[config.mk]
export PLATFORM = sky130hd
export DESIGN_NAME = vram_write_arbiter_flat
export DESIGN_NICKNAME = d
export VERILOG_FILES = /design/src/rtl/vram_arb_pkg.sv /design/src/rtl/vram_write_arbiter_if.sv /design/src/rtl/vram_fill_counter.sv /design/src/rtl/vram_write_arbiter.sv /design/src/flat_wrapper.sv
export SDC_FILE = /design/constraint.sdc
export NUM_CORES = 1
export LEC_CHECK = 0
export ABC_CLOCK_PERIOD_IN_PS = 4100
export CAP_MARGIN = 30
export CORE_ASPECT_RATIO = 1.25
export CORE_MARGIN = 2
export CORE_UTILIZATION = 55
export CTS_CLUSTER_DIAMETER = 30
export DETAILED_ROUTE_END_ITERATION = 8
export PLACE_DENSITY_LB_ADDON = 0.08
export SKIP_CTS_REPAIR_TIMING = 1
export SYNTH_ARGS = -nofsm -noshare
export SYNTH_HDL_FRONTEND = slang
export SYNTH_SLANG_ARGS = --single-unit
[constraint.sdc]
create_clock -name Clock -period 4.1 [get_ports Clock]
set_clock_uncertainty 0.05 [all_clocks]
set_input_delay 0.82 -clock Clock [delete_from_list [all_inputs] [get_ports Clock]]
set_output_delay 0.82 -clock Clock [all_outputs]
set_load 0.005 [all_outputs]
[src/rtl/vram_arb_pkg.sv]
// Purpose: shared state encoding and default geometry for the video-memory write arbiter.
// Latency: n/a (types and constants only).
// Backpressure: n/a.
package vram_arb_pkg;

    localparam int DATA_WIDTH_DEF = 3;
    localparam int ADDR_WIDTH_DEF = 10;
    localparam int VRAM_CELLS     = 1024;

    typedef enum logic [1:0] {
        IDLE = 2'd0,
        FILL = 2'd1,
        DONE = 2'd2
    } arb_state_e;

endpackage

[src/rtl/vram_write_arbiter_if.sv]
// Purpose: groups the CPU write request, fill-engine control and video-memory write bus.
// Latency: n/a (wiring only).
// Backpressure: none; the CPU never stalls and the fill engine absorbs all stalls internally.
interface vram_write_arbiter_if
    import vram_arb_pkg::*;
#(
    parameter int DATA_WIDTH = DATA_WIDTH_DEF,
    parameter int ADDR_WIDTH = ADDR_WIDTH_DEF
) ();

    logic                  iCpuReq;
    logic [ADDR_WIDTH-1:0] iCpuAddr;
    logic [DATA_WIDTH-1:0] iCpuData;
    logic                  iFillStart;
    logic                  iFillAbort;
    logic [ADDR_WIDTH-1:0] iFillBase;
    logic [ADDR_WIDTH:0]   iFillLen;
    logic [DATA_WIDTH-1:0] iFillColor;
    logic                  iVBlank;
    logic                  oWriteEnable;
    logic [ADDR_WIDTH-1:0] oWriteAddress;
    logic [DATA_WIDTH-1:0] oDataIn;
    logic                  oFillBusy;
    logic                  oFillDone;

    modport slave (
        input  iCpuReq, iCpuAddr, iCpuData,
        input  iFillStart, iFillAbort, iFillBase, iFillLen, iFillColor, iVBlank,
        output oWriteEnable, oWriteAddress, oDataIn, oFillBusy, oFillDone
    );

    modport master (
        output iCpuReq, iCpuAddr, iCpuData,
        output iFillStart, iFillAbort, iFillBase, iFillLen, iFillColor, iVBlank,
        input  oWriteEnable, oWriteAddress, oDataIn, oFillBusy, oFillDone
    );

endinterface

[src/rtl/vram_fill_counter.sv]
// Purpose: fill-range walker; loads base/length, advances one cell per step, flags the last cell.
// Latency: addr_o/last_o reflect registered state (0 cycles from state, 1 cycle from load/step).
// Backpressure: step_i low holds offset and remaining count.
module vram_fill_counter
    import vram_arb_pkg::*;
#(
    parameter int ADDR_WIDTH = ADDR_WIDTH_DEF
) (
    input  logic                  Clock,
    input  logic                  Reset,
    input  logic                  load_i,
    input  logic                  step_i,
    input  logic [ADDR_WIDTH-1:0] base_i,
    input  logic [ADDR_WIDTH:0]   len_i,
    output logic [ADDR_WIDTH-1:0] addr_o,
    output logic                  last_o
);

    localparam logic [ADDR_WIDTH-1:0] OFF_ONE = {{(ADDR_WIDTH-1){1'b0}}, 1'b1};
    localparam logic [ADDR_WIDTH:0]   REM_ONE = {{ADDR_WIDTH{1'b0}}, 1'b1};

    logic [ADDR_WIDTH-1:0] base_q, base_d;
    logic [ADDR_WIDTH-1:0] offset_q, offset_d;
    logic [ADDR_WIDTH:0]   remaining_q, remaining_d;

    always_comb begin
        base_d      = base_q;
        offset_d    = offset_q;
        remaining_d = remaining_q;
        if (load_i) begin
            base_d      = base_i;
            offset_d    = '0;
            remaining_d = len_i;
        end else if (step_i) begin
            offset_d    = offset_q + OFF_ONE;
            remaining_d = remaining_q - REM_ONE;
        end
    end

    always_ff @(posedge Clock or negedge Reset) begin
        if (!Reset) begin
            base_q      <= '0;
            offset_q    <= '0;
            remaining_q <= '0;
        end else begin
            base_q      <= base_d;
            offset_q    <= offset_d;
            remaining_q <= remaining_d;
        end
    end

    // Address arithmetic is naturally modulo 2**ADDR_WIDTH, so ranges past the top wrap to 0.
    assign addr_o = base_q + offset_q;
    assign last_o = (remaining_q == REM_ONE);

endmodule

[src/rtl/vram_write_arbiter.sv]
// Purpose: shares the video-memory write port between CPU writes (absolute priority) and a fill engine.
// Latency: 1 cycle from grant to oWrite*; FILL_VBLANK_ONLY_EN restricts fill writes to vertical blank.
// Backpressure: CPU never stalls; the fill holds its position on CPU traffic (or outside vblank).
module vram_write_arbiter
    import vram_arb_pkg::*;
#(
    parameter int DATA_WIDTH = DATA_WIDTH_DEF,
    parameter int ADDR_WIDTH = ADDR_WIDTH_DEF
) (
    input  logic                 Clock,
    input  logic                 Reset,
    vram_write_arbiter_if.slave  bus
);

    arb_state_e            state_q, state_d;
    logic [DATA_WIDTH-1:0] color_q, color_d;
    logic                  we_q, we_d;
    logic [ADDR_WIDTH-1:0] addr_q, addr_d;
    logic [DATA_WIDTH-1:0] data_q, data_d;
    logic                  done_q, done_d;

    logic                  fill_ok;
    logic                  fill_load;
    logic                  fill_issue;
    logic                  fill_last;
    logic [ADDR_WIDTH-1:0] fill_addr;

`ifdef FILL_VBLANK_ONLY_EN
    assign fill_ok = bus.iVBlank;
`else
    logic unused_vblank;
    assign unused_vblank = bus.iVBlank;
    assign fill_ok       = 1'b1;
`endif

    vram_fill_counter #(.ADDR_WIDTH(ADDR_WIDTH)) u_counter (
        .Clock  (Clock),
        .Reset  (Reset),
        .load_i (fill_load),
        .step_i (fill_issue),
        .base_i (bus.iFillBase),
        .len_i  (bus.iFillLen),
        .addr_o (fill_addr),
        .last_o (fill_last)
    );

    always_comb begin
        state_d    = state_q;
        color_d    = color_q;
        fill_load  = 1'b0;
        fill_issue = 1'b0;
        done_d     = 1'b0;
        case (state_q)
            IDLE: begin
                if (bus.iFillStart) begin
                    if (bus.iFillLen != '0) begin
                        state_d   = FILL;
                        fill_load = 1'b1;
                        color_d   = bus.iFillColor;
                    end else begin
                        state_d = DONE;
                    end
                end
            end
            FILL: begin
                // Abort wins over a write that would otherwise issue this cycle.
                if (bus.iFillAbort) begin
                    state_d = IDLE;
                end else if (!bus.iCpuReq && fill_ok) begin
                    fill_issue = 1'b1;
                    if (fill_last) state_d = DONE;
                end
            end
            DONE: begin
                done_d  = 1'b1;
                state_d = IDLE;
            end
            default: state_d = IDLE;
        endcase

        we_d   = bus.iCpuReq | fill_issue;
        addr_d = addr_q;
        data_d = data_q;
        if (bus.iCpuReq) begin
            addr_d = bus.iCpuAddr;
            data_d = bus.iCpuData;
        end else if (fill_issue) begin
            addr_d = fill_addr;
            data_d = color_q;
        end
    end

    always_ff @(posedge Clock or negedge Reset) begin
        if (!Reset) begin
            state_q <= IDLE;
            color_q <= '0;
            we_q    <= 1'b0;
            addr_q  <= '0;
            data_q  <= '0;
            done_q  <= 1'b0;
        end else begin
            state_q <= state_d;
            color_q <= color_d;
            we_q    <= we_d;
            addr_q  <= addr_d;
            data_q  <= data_d;
            done_q  <= done_d;
        end
    end

    assign bus.oWriteEnable  = we_q;
    assign bus.oWriteAddress = addr_q;
    assign bus.oDataIn       = data_q;
    assign bus.oFillBusy     = (state_q == FILL);
    assign bus.oFillDone     = done_q;

endmodule

[src/flat_wrapper.sv]
// flat-port wrapper written by rule: the top's interface ports become plain ports
module vram_write_arbiter_flat import vram_arb_pkg::*;
#(
    parameter int DATA_WIDTH = DATA_WIDTH_DEF,
    parameter int ADDR_WIDTH = ADDR_WIDTH_DEF
)
  (Clock, Reset, bus_iCpuReq, bus_iCpuAddr, bus_iCpuData, bus_iFillStart, bus_iFillAbort, bus_iFillBase, bus_iFillLen, bus_iFillColor, bus_iVBlank, bus_oWriteEnable, bus_oWriteAddress, bus_oDataIn, bus_oFillBusy, bus_oFillDone);
  vram_write_arbiter_if #(.DATA_WIDTH(DATA_WIDTH), .ADDR_WIDTH(ADDR_WIDTH)) bus_i ();
  input  logic Clock;
  input  logic Reset;
  input wire logic [$bits(bus_i.iCpuReq)-1:0] bus_iCpuReq;
  input wire logic [$bits(bus_i.iCpuAddr)-1:0] bus_iCpuAddr;
  input wire logic [$bits(bus_i.iCpuData)-1:0] bus_iCpuData;
  input wire logic [$bits(bus_i.iFillStart)-1:0] bus_iFillStart;
  input wire logic [$bits(bus_i.iFillAbort)-1:0] bus_iFillAbort;
  input wire logic [$bits(bus_i.iFillBase)-1:0] bus_iFillBase;
  input wire logic [$bits(bus_i.iFillLen)-1:0] bus_iFillLen;
  input wire logic [$bits(bus_i.iFillColor)-1:0] bus_iFillColor;
  input wire logic [$bits(bus_i.iVBlank)-1:0] bus_iVBlank;
  output wire logic [$bits(bus_i.oWriteEnable)-1:0] bus_oWriteEnable;
  output wire logic [$bits(bus_i.oWriteAddress)-1:0] bus_oWriteAddress;
  output wire logic [$bits(bus_i.oDataIn)-1:0] bus_oDataIn;
  output wire logic [$bits(bus_i.oFillBusy)-1:0] bus_oFillBusy;
  output wire logic [$bits(bus_i.oFillDone)-1:0] bus_oFillDone;
  assign bus_i.iCpuReq = bus_iCpuReq;
  assign bus_i.iCpuAddr = bus_iCpuAddr;
  assign bus_i.iCpuData = bus_iCpuData;
  assign bus_i.iFillStart = bus_iFillStart;
  assign bus_i.iFillAbort = bus_iFillAbort;
  assign bus_i.iFillBase = bus_iFillBase;
  assign bus_i.iFillLen = bus_iFillLen;
  assign bus_i.iFillColor = bus_iFillColor;
  assign bus_i.iVBlank = bus_iVBlank;
  assign bus_oWriteEnable = bus_i.oWriteEnable;
  assign bus_oWriteAddress = bus_i.oWriteAddress;
  assign bus_oDataIn = bus_i.oDataIn;
  assign bus_oFillBusy = bus_i.oFillBusy;
  assign bus_oFillDone = bus_i.oFillDone;
  vram_write_arbiter #(.DATA_WIDTH(DATA_WIDTH), .ADDR_WIDTH(ADDR_WIDTH)) u_core (.Clock(Clock), .Reset(Reset), .bus(bus_i));
endmodule
# Word-level counts from Yosys, hierarchy flattened
# Cells that the tools add are included.
# Widths: inputs -> output; s select.
# totals
register_bits,51
elab_cells,46
output_inout_bits,16
inputBits,43
# classes
eq_ne,6
n_addsub,3
bitwise_logic,1
mux,21
n_reduce_logical,6
# op_table
cell,n
$mux 10,4
$mux 11,2
$eq 11x1->1 const B,1
$reduce_bool 11->1,1
$sub 11x1->11 const B,1
$add 10x1->10 const B,1
$add 10x10->10,1
$mux 2,5
$mux 1,7
$mux 3,2
$reduce_and 3->1,2
$pmux 2 s2,1
$reduce_bool 2->1,2
$ne 3x2->1 const B,1
$ne 3x3->1 const B,1
$eq 2x1->1 const B,1
$eq 2x2->1 const B,1
$logic_not 2->1,1
$ne 2x2->1 const B,1
$or 1x1->1,1

# Longest topological paths before layout
# Gate-level depths: netlist of run 1.
# depth
depth_word,5
depth_mapped,8
depth_no_buf,8

# Modules after synthesis
# Synthesis of run 1 repeated with hierarchy kept, for this count alone.
# hier_totals
hier_cells,267
area_unflattened_um2,2832.7
# by_module_without_submodules
module,seq_area_each_um2,instances,area_each_um2,cells_each
vram_fill_counter,775.7,1,1898.1,185
vram_write_arbiter,500.5,1,934.6,82

# Least setup slack after synthesis of run 1
# OpenSTA, ideal clock, no wires.
# synth_timing
path_kind,input to register
startpoint,input bus_iFillLen[9]
endpoint,register u_core.u_counter.remaining_q[10]
t_arrival_ps,2179
setup_slack_ps,1745
n_path_buf,1
required_ps,3924
cell_stages,4
setup_ps,126
cell_sequence,or4_1 o31a_1 buf_6 a221o_1
# synth_via
elab_chain_cells,5
elab_cells_between_ends,6
cone_classes,4 x mux; 2 x reduce/logical
# synth_rtl
element,line,rtl
from (decl),flat_wrapper.sv:17,input wire logic [$bits(bus_i.iFillLen)-1:0] bus_iFillLen;
$reduce_bool 11->1 *,vram_write_arbiter.sv:56,if (bus.iFillLen != '0) begin
$mux 1 *,vram_write_arbiter.sv:56,
$mux 1 *,vram_write_arbiter.sv:55,if (bus.iFillStart) begin
$mux 1 *,vram_write_arbiter.sv:53,case (state_q)
$mux 11 / $reduce_bool 2->1 (equally long branches),--,
to (signal assigned),vram_fill_counter.sv:48,remaining_q <= remaining_d;
to (decl),vram_fill_counter.sv:24,"logic [ADDR_WIDTH:0] remaining_q, remaining_d;"
# Every way passes the cells marked *; elsewhere a longest branch is shown, timed or not.
# A chain may end at the register's enable or synchronous reset.

# Worst setup path in the final report of run 1
# layout_timing
startpoint,input bus_iFillStart
endpoint,register u_core.u_counter.remaining_q[0]
# layout_via
elab_chain_cells,3
elab_cells_between_ends,4
cone_classes,3 x mux; 1 x reduce/logical
# layout_rtl
element,line,rtl
from (decl),flat_wrapper.sv:14,input wire logic [$bits(bus_i.iFillStart)-1:0] bus_iFillStart;
$mux 1 *,vram_write_arbiter.sv:55,
$mux 1 *,vram_write_arbiter.sv:53,
$mux 11 / $reduce_bool 2->1 (equally long branches),--,
# Marks and branches as above.

==> flow_summary.yaml, run 1 <==
timing:
  whs_ns: 0.359
  tightest_slew_ns: 0.791
  finalCriticalPeriod_ns: 2.75
  fin_crit_sh: 0.671
  finalWorstSetupSlack_ns: 1.35
  setup_viol: 0
  tns_ns: 0
  max_freq_mhz: 363
  hold_viol_final: 0
  rsz0062_at_grt: "false"
  slew_headroom: 0.468
  maxSlewViolCount: 0
floorplanning:
  die_h_um: 82.8
  rows: 28
  coreArea_um2: 4760
  die_width_um: 67.1
  fp.dieArea_um2: 5560
  ios: 59
  start_util: 0.574
worst_setup_path:
  crit_chain: "clkdlybuf4s50_1 -> nor3b_1 -> o31a_1 -> buf_12 -> nor2_1 -> a221oi_1"
  crit_path_max_incr_delay_ns: 0.49
  critical_path_class: "in -> reg"
  r2r_start: "u_core.u_counter.offset_q[0]$_DFFE_PN0P_"
  cp_slowest_cell: "nor3b_1"
  cp_max_fo: 30
  reg2reg_to: "u_core.bus.oWriteAddress[6]$_DFFE_PN0P_"
  worst_setup_path_end_kind: "flop"
  rr_worst_depth: 8
  critPathArrivalTime_ns: 2.90
  start_kind: "primary input"
  reg2reg_setup_slack_ns: 1.63
  critical_path_required_ns: 4.25
clock_network:
  numCtsBuffers: 5
  clock_sinks: 51
  root_buffer: "clkbuf_8"
  clk_latency_ns: 0.30
  clk_pin_slew_ns: 0.10
  cts_tree: "yes"
  cts_buffer_depth: 2
  htree_levels: 2
grt:
  grt_max_degree: 39
  antenna_found_initial: 0
  grt.overflow.total: 0
  grt_first_pass_wirelength_um: 9570
  grt_usage: 0.220
  grt_pass1_vias: 2208
route:
  drc: 0
  firstDrtPassIters: 4
  ant_nets: 0
  first_iter_violations: 86
  wl_per_cell_um: 14.9
  drt-total-wl_um: 5730
  vias: 2171
  vias_per_cell: 5.64
yosys:
  syn_avg_cell_area_um2: 10.3
  synth_cells: 266
  ys.flop_type: "dfrtp_1"
  synth-seq-cells: 51
  yosys_warnings: 0
  syn_nets: 322
  synth_edf_count: 0
  synth_area_um2: 2740
  synthDistinctLibCells: 52
  synth-async-reset-ratio: 1.00
  synth-seq-area-share: 0.467
placement:
  io_buffers: 57
  placed_cells: 377
  place_ws_ns: 0.944
  place_congestion: 0.822
  hpwl_um: 4240
cells_and_area:
  multi_input_area_um2: 1390
  seqCellArea_um2: 1280
  nets: 380
  stdcell_count: 385
  synthToLayoutAreaGrowth_pct: 27.5
  n_fill_cell: 363
  drive_above_1_share: 0.0831
  antenna_cells: 0
power:
  ir_worst_vdd_mv: 0.389
  power_uw: 1810
  pwr_density_cell_nw_per_um2: 518
  p_leak_uw: 0.00153
run_status:
  status: "completed"
hold_path:
  hold_path_class: "in -> async"
flow_run:
  cap_violations: 0
[worst max-delay path, delay by kind of cell]
family	cells	cell delay, ns
buf+inv	2	0.73
compound gates	2	0.78
simple gates	2	0.57
[sequential cells by signal (all words and copies together) (netlist names)]
signal,flops
u_core.u_counter.base_q,10
u_core.bus.oWriteAddress,10
u_core.color_q,3
u_core.bus.oDataIn,3
u_core.bus.oFillDone,1
u_core.bus.oWriteEnable,1
u_core.u_counter.offset_q,10
u_core.state_q,2
u_core.u_counter.remaining_q,11
[logic make-up (layout without fill, tap and decap cells)]
kind of cell    count (synthesis)  after routing  share of synthesized area
xor+xnor                       17             17                     0.0544
flops                          51             51                      0.467
mux                            23             23                     0.0915
buf+inv                        14             73                     0.0270
compound gates                 60             60                      0.141
simple gates                   88             88                      0.157
fa+ha+maj                      13             13                     0.0622
[cells in the mapped netlist, types with 3 or more instances]
cell type | n | area (um^2)
a211oi_1 | 5 | 37.5
a21o_1 | 4 | 30.0
a21oi_1 | 10 | 50.1
and3_1 | 3 | 18.8
clkbuf_1 | 5 | 18.8
dfrtp_1 | 51 | 1280
ha_1 | 12 | 150
inv_1 | 3 | 11.3
mux2_1 | 9 | 101
mux2_2 | 7 | 78.8
mux2i_1 | 7 | 70.1
nand2_1 | 30 | 113
nand2b_1 | 3 | 18.8
nand3_1 | 7 | 35.0
nand4_1 | 3 | 18.8
nor2_1 | 23 | 86.3
nor2b_1 | 3 | 18.8
o21ai_0 | 22 | 110
xnor2_1 | 3 | 26.3
xor2_1 | 14 | 123
[per-layer routing]
metal | vias up | global-route usage | part of all wire
li1 | 1067 | - | -
met1 | 1046 | 0.286 | 0.45
met2 | 54 | 0.373 | 0.49
met3 | 4 | 0.0407 | 0.053
met4 | 0 | 0.0519 | 0.0066
met5 | - | 0 | 0
[per-stage QoR]
stage | area (um^2) | utilization
after floorplan | 2740 | -
after global placement | 3360 | 0.704
after detailed placement | 3380 | 0.709
after CTS | 3490 | 0.732
after global routing | 3490 | 0.732
final | 3490 | 0.732
[how the worst max path moves through the flow]
stage,startpoint,to,slack (ns),cells after the start
detailed placement,bus_iFillStart,u_core.u_counter.remaining_q[0]$_DFFE_PN0P_,0.94,6
global placement,bus_iFillStart,u_core.color_q[1]$_DFFE_PN0P_,1.05,5
floorplan,bus_iFillLen[9],u_core.u_counter.remaining_q[10]$_DFFE_PN0P_,1.74,4
global route,bus_iFillStart,u_core.u_counter.remaining_q[0]$_DFFE_PN0P_,1.18,6
finish,bus_iFillStart,u_core.u_counter.remaining_q[0]$_DFFE_PN0P_,1.35,6
CTS,bus_iFillStart,u_core.u_counter.remaining_q[0]$_DFFE_PN0P_,1.31,6
[cell type report]
cell class,count,share of cell area
multi-input combinational,201,0.397
sequential,51,0.366
timing repair buffer,62,0.180
tap,60,0.0215
clock buffer,5,0.0197
clock inverter,3,0.0126
inverter,3,0.00323
[layout by cell type (no fill, tap or decap), drive strengths merged, types with 4 or more instances in the layout]
cell type,n
ha,12
a211oi,5
buf,6
mux2i,7
dfrtp,51
o21ai,23
xor2,14
a21oi,10
clkdlybuf4s50,56
nand3,7
mux2,16
nand2,30
clkbuf,5
nor2,24
a21o,4
[power breakdown]
group / leakage [uW] / switching [uW] / total, uW / internal (uW)
combinational: 0.000845 / 317 / 665 / 348
sequential: 0.000631 / 127 / 791 / 664
clock: 0.0000581 / 169 / 351 / 182
total: 0.00153 / 612 / 1810 / 1190
(Power assumes the default switching activity.)
==> run 2, diff against run 1 <==
--- a/config.mk
+++ b/config.mk
@@ -5,11 +5,11 @@
 export SDC_FILE = /design/constraint.sdc
 export NUM_CORES = 1
 export LEC_CHECK = 0
-export ABC_CLOCK_PERIOD_IN_PS = 4100
+export ABC_CLOCK_PERIOD_IN_PS = 2800
 export CAP_MARGIN = 30
 export CORE_ASPECT_RATIO = 1.25
 export CORE_MARGIN = 2
-export CORE_UTILIZATION = 55
+export CORE_UTILIZATION = 51
 export CTS_CLUSTER_DIAMETER = 30
 export DETAILED_ROUTE_END_ITERATION = 8
 export PLACE_DENSITY_LB_ADDON = 0.08
==> constraint.sdc (replaced) <==
create_clock -name Clock -period 2.8 [get_ports Clock]
set_clock_uncertainty 0.05 [all_clocks]
set_input_delay 0.56 -clock Clock [delete_from_list [all_inputs] [get_ports Clock]]
set_output_delay 0.56 -clock Clock [all_outputs]
set_load 0.005 [all_outputs]
==> flow_summary.yaml, run 2 (synthesized netlist as in run 1, its figures left out) <==
worst_setup_path:
  cpLargestDelayFamily: "compound AO/OA/AOI/OAI gates"
  crit_path_max_incr_delay_ns: 0.44
  start_kind: "flop"
  critical_path_class: "reg -> reg"
  cp_slowest_cell: "dfrtp_1"
  crit_buf_inv: 0
  worst_setup_path_end_kind: "flop"
  critical_path_required_ns: 2.95
  crit_chain: "ha_1 -> fa_1 -> a211oi_1 -> o21bai_1 -> a21oi_1 -> xor2_1 -> o21ai_0 -> mux2_2"
  critPathArrivalTime_ns: 2.59
  cp_max_fo: 4
timing:
  tns_ns: 0
  max_freq_mhz: 410
  setup_viol: 0
  tightest_slew_ns: 0.641
  hold_viol_final: 0
  slew_headroom: 0.573
  fin_crit_sh: 0.872
  maxSlewViolCount: 0
  whs_ns: 0.301
  finalCriticalPeriod_ns: 2.44
  rsz0062_at_grt: "false"
cells_and_area:
  top_register: "u_core.u_counter.remaining_q"
  drive_above_1_share: 0.0970
  nets: 385
  multi_input_area_um2: 1390
  final_common_cell: "clkdlybuf4s50_1"
  largest_reg_flops: 11
  n_fill_cell: 424
  seqCellArea_um2: 1280
  antenna_cells: 0
  synthToLayoutAreaGrowth_pct: 28.2
  most-common-layout-cells: "56 x clkdlybuf4s50_1, 51 x dfrtp_1, 30 x nand2_1, 23 x nor2_1, 22 x o21ai_0"
power:
  pwr_density_cell_nw_per_um2: 748
  clockPowerShare: 0.179
  p_leak_uw: 0.00155
  seqPwrFrac: 0.441
  combPwrFrac: 0.380
  power_switching_uw: 897
  ir_worst_vdd_mv: 0.508
  swShare: 0.342
  p_int_uw: 1730
grt:
  antenna_found_initial: 0
  grt_usage: 0.213
  grt.overflow.total: 0
  grt_pass1_vias: 2145
  grt_max_degree: 52
  grt_first_pass_wirelength_um: 10100
clock_network:
  htree_levels: 2
  cts_tree: "yes"
  clk_latency_ns: 0.30
  clock_sinks: 51
  clk_pin_slew_ns: 0.10
  numCtsBuffers: 5
  root_buffer: "clkbuf_8"
  cts_buffer_depth: 2
route:
  drt-total-wl_um: 5910
  wl_per_cell_um: 15.1
  ant_nets: 0
  drc: 0
  vias_per_cell: 5.58
  firstDrtPassIters: 4
  vias: 2188
  first_iter_violations: 102
hold_path:
  hold_path_class: "in -> async"
placement:
  hpwl_um: 4340
  io_buffers: 57
  place_congestion: 0.805
floorplanning:
  rows: 29
  coreArea_um2: 5120
  die_width_um: 69.5
  die_h_um: 85.9
  ios: 59
  start_util: 0.535
  fp.dieArea_um2: 5970
run_status:
  status: "completed"
flow_run:
  cap_violations: 0
-- run 2: cell count changes in the layout (fill, tap and decap cells not counted), sizes merged --
cell,before,now
clkbuf,5,7
clkinvlp,0,1
clkinv,2,0
bufinv,1,0
buf,6,11
-- run 2: power by group through the flow --
stage / clock network, uW / registers [uW] / logic, uW
global route: 527 / 1190 / 1120
CTS: 479 / 1160 / 1000
floorplan: 0 / 1130 / 661
finish: 470 / 1160 / 997
global placement: 0 / 1160 / 974
detailed placement: 0 / 1170 / 1000
-- run 2: final cells by class --
class | instances | area share
repair buffers | 67 | 0.186
clock inverters | 1 | 0.00214
inverters | 3 | 0.00321
well taps | 62 | 0.0221
clock buffers | 7 | 0.0275
flip-flops and latches | 51 | 0.364
multi-input cells | 201 | 0.395
-- run 2: worst paths after layout --
| path | slack (ns) | endpoint | start | cells after the start |
|---|---|---|---|---|
| worst max-delay path | 0.36 | u_core.bus.oWriteAddress[6]$_DFFE_PN0P_ | u_core.u_counter.offset_q[0]$_DFFE_PN0P_ | 8 |
| worst min-delay path | 0.30 | u_core.color_q[1]$_DFFE_PN0P_ | Reset | 2 |
| worst max register to register | 0.36 | u_core.bus.oWriteAddress[6]$_DFFE_PN0P_ | u_core.u_counter.offset_q[0]$_DFFE_PN0P_ | 8 |
| worst min register to register | 0.45 | u_core.u_counter.base_q[0]$_DFFE_PN0P_ | u_core.u_counter.base_q[0]$_DFFE_PN0P_ | 1 |
| max in group asynchronous | 1.96 | u_core.u_counter.remaining_q[5]$_DFFE_PN0P_ | Reset | 2 |
| min in group Clock | 0.45 | u_core.u_counter.base_q[0]$_DFFE_PN0P_ | u_core.u_counter.base_q[0]$_DFFE_PN0P_ | 1 |
-- run 2: worst register-to-register path: stages, from the launching register on --
cell and delay, ns:
dfrtp_1 0.44, ha_1 0.23, fa_1 0.44, a211oi_1 0.33, o21bai_1 0.15, a21oi_1 0.19, xor2_1 0.19, o21ai_0 0.09
mux2_2 0.26
-- run 2: metrics by stage --
step | util | cell area [um^2] | power, uW | instances | worst slack [ns]
finish | 0.685 | 3510 | 2620 | 392 | 0.359
global route | 0.685 | 3510 | 2840 | 392 | 0.224
CTS | 0.685 | 3510 | 2640 | 392 | 0.326
detailed placement | 0.665 | 3400 | 2170 | 384 | 0.126
global placement | 0.665 | 3400 | 2130 | 384 | 0.144
floorplan | - | 2740 | 1790 | 266 | 0.579
-- run 2: routing by layer --
metal  share of wire  global-route usage  vias up  wire length, um
met5               0                   0        -                0
met4           0.013              0.0642        0               76
met3           0.047              0.0400        6              280
met2            0.49               0.358       60             2870
met1            0.45               0.283     1038             2680
li1                -                   -     1084                -
==> run 3, diff against run 2 <==
--- a/config.mk
+++ b/config.mk
@@ -12,6 +12,7 @@
 export CORE_UTILIZATION = 51
 export CTS_CLUSTER_DIAMETER = 30
 export DETAILED_ROUTE_END_ITERATION = 8
+export MAX_ROUTING_LAYER = met4
 export PLACE_DENSITY_LB_ADDON = 0.08
 export SKIP_CTS_REPAIR_TIMING = 1
 export SYNTH_ARGS = -nofsm -noshare
==> flow_summary.yaml, run 3 (synthesized netlist as in run 1, its figures left out) <==
timing:
  finalCriticalPeriod_ns: 2.44
  tightest_slew_ns: 0.637
  fin_crit_sh: 0.873
  maxSlewViolCount: 0
  slew_headroom: 0.576
  max_freq_mhz: 409
  whs_ns: 0.307
  setup_viol: 0
  rsz0062_at_grt: "false"
  hold_viol_final: 0
  tns_ns: 0
route:
  firstDrtPassIters: 4
  vias_per_cell: 5.55
  wl_per_cell_um: 15.0
  ant_nets: 0
  drc: 0
  first_iter_violations: 105
  vias: 2174
  drt-total-wl_um: 5890
power:
  pwr_density_cell_nw_per_um2: 748
  clockPowerShare: 0.179
  combPwrFrac: 0.380
  swShare: 0.341
  ir_worst_vdd_mv: 0.508
  p_leak_uw: 0.00155
  power_uw: 2620
  power_switching_uw: 895
  p_int_uw: 1730
  seqPwrFrac: 0.441
clock_network:
  clock_sinks: 51
  cts_tree: "yes"
  numCtsBuffers: 5
  clk_latency_ns: 0.30
  root_buffer: "clkbuf_8"
  htree_levels: 2
  cts_buffer_depth: 2
  clk_pin_slew_ns: 0.10
hold_path:
  hold_path_class: "in -> async"
cells_and_area:
  antenna_cells: 0
  nets: 385
  drive_above_1_share: 0.0970
  synthToLayoutAreaGrowth_pct: 28.2
  final_area_um2: 3510
  final_common_cell: "clkdlybuf4s50_1"
  top_register: "u_core.u_counter.remaining_q"
  most-common-layout-cells: "56 x clkdlybuf4s50_1, 51 x dfrtp_1, 30 x nand2_1, 23 x nor2_1, 22 x o21ai_0"
  n_fill_cell: 424
  largest_reg_flops: 11
grt:
  grt_max_degree: 52
  grt_pass1_vias: 2145
  busiest_layer: "met2"
  grt_first_pass_wirelength_um: 10100
  met1_usage: 0.283
  grt_usage: 0.219
  use_met2: 0.358
  grt_use_met3: 0.0388
  antenna_found_initial: 0
  grt.overflow.total: 0
worst_setup_path:
  critical_path_class: "reg -> reg"
  start_kind: "flop"
  rr_worst_depth: 8
  critical_path_required_ns: 2.95
  cp_max_fo: 4
  r2r_start: "u_core.u_counter.offset_q[0]$_DFFE_PN0P_"
  critPathArrivalTime_ns: 2.59
  reg2reg_to: "u_core.bus.oWriteAddress[6]$_DFFE_PN0P_"
  worst_setup_path_end_kind: "flop"
  reg2reg_setup_slack_ns: 0.36
floorplanning:
  coreArea_um2: 5120
  die_h_um: 85.9
  ios: 59
  start_util: 0.535
  fp.dieArea_um2: 5970
  rows: 29
  die_width_um: 69.5
placement:
  hpwl_um: 4340
  place_congestion: 0.817
  io_buffers: 57
  placed_area_um2: 3400
run_status:
  status: "completed"
flow_run:
  cap_violations: 0
## run 3: worst max-delay path by stage
stage,from,to,slack [ns],cells past startpoint
after floorplan,u_core.u_counter.offset_q[0]$_DFFE_PN0P_,u_core.bus.oWriteAddress[8]$_DFFE_PN0P_,0.58,8
after global placement,bus_iFillLen[9],u_core.u_counter.remaining_q[10]$_DFFE_PN0P_,0.14,5
after detailed placement,bus_iFillLen[9],u_core.u_counter.remaining_q[10]$_DFFE_PN0P_,0.13,5
after CTS,u_core.u_counter.offset_q[0]$_DFFE_PN0P_,u_core.bus.oWriteAddress[6]$_DFFE_PN0P_,0.33,8
after global routing,u_core.u_counter.offset_q[0]$_DFFE_PN0P_,u_core.bus.oWriteAddress[6]$_DFFE_PN0P_,0.22,8
final,u_core.u_counter.offset_q[0]$_DFFE_PN0P_,u_core.bus.oWriteAddress[6]$_DFFE_PN0P_,0.36,8
## run 3: power by group through the flow
stage	sequential [uW]	clock, uW	combinational [uW]
2_1_floorplan	1130	0	661
3_3_place_gp	1160	0	974
3_5_place_dp	1170	0	1000
4_1_cts	1160	479	1000
5_1_grt	1190	527	1120
6_report	1160	470	996
## run 3: per-stage QoR
stage	cells	utilization	setup slack (ns)
after detailed placement	384	0.665	0.126
after CTS	392	0.685	0.326
after global placement	384	0.665	0.144
after global routing	392	0.685	0.224
final	392	0.685	0.355
after floorplan	266	-	0.579
## run 3: final cells by class
class,count,area [um^2],share of cell area
Clock buffer,7,96.3,0.0275
Clock inverter,1,7.51,0.00214
Inverter,3,11.3,0.00321
Multi-Input combinational cell,201,1390,0.395
Sequential cell,51,1280,0.364
Tap cell,62,77.6,0.0221
Timing Repair Buffer,67,653,0.186
## run 3: worst max-delay path, cell delays in order, from the launching register on
cell	delay, ns
dfrtp_1	0.44
ha_1	0.23
fa_1	0.44
a211oi_1	0.33
o21bai_1	0.15
a21oi_1	0.19
xor2_1	0.19
o21ai_0	0.09
mux2_2	0.26
## run 3: metal layers
layer / wire length (um) / up-vias
li1: - / 1084
met1: 2690 / 1032
met2: 2860 / 53
met3: 260 / 5
met4: 75 / 0
met5: 0 / -
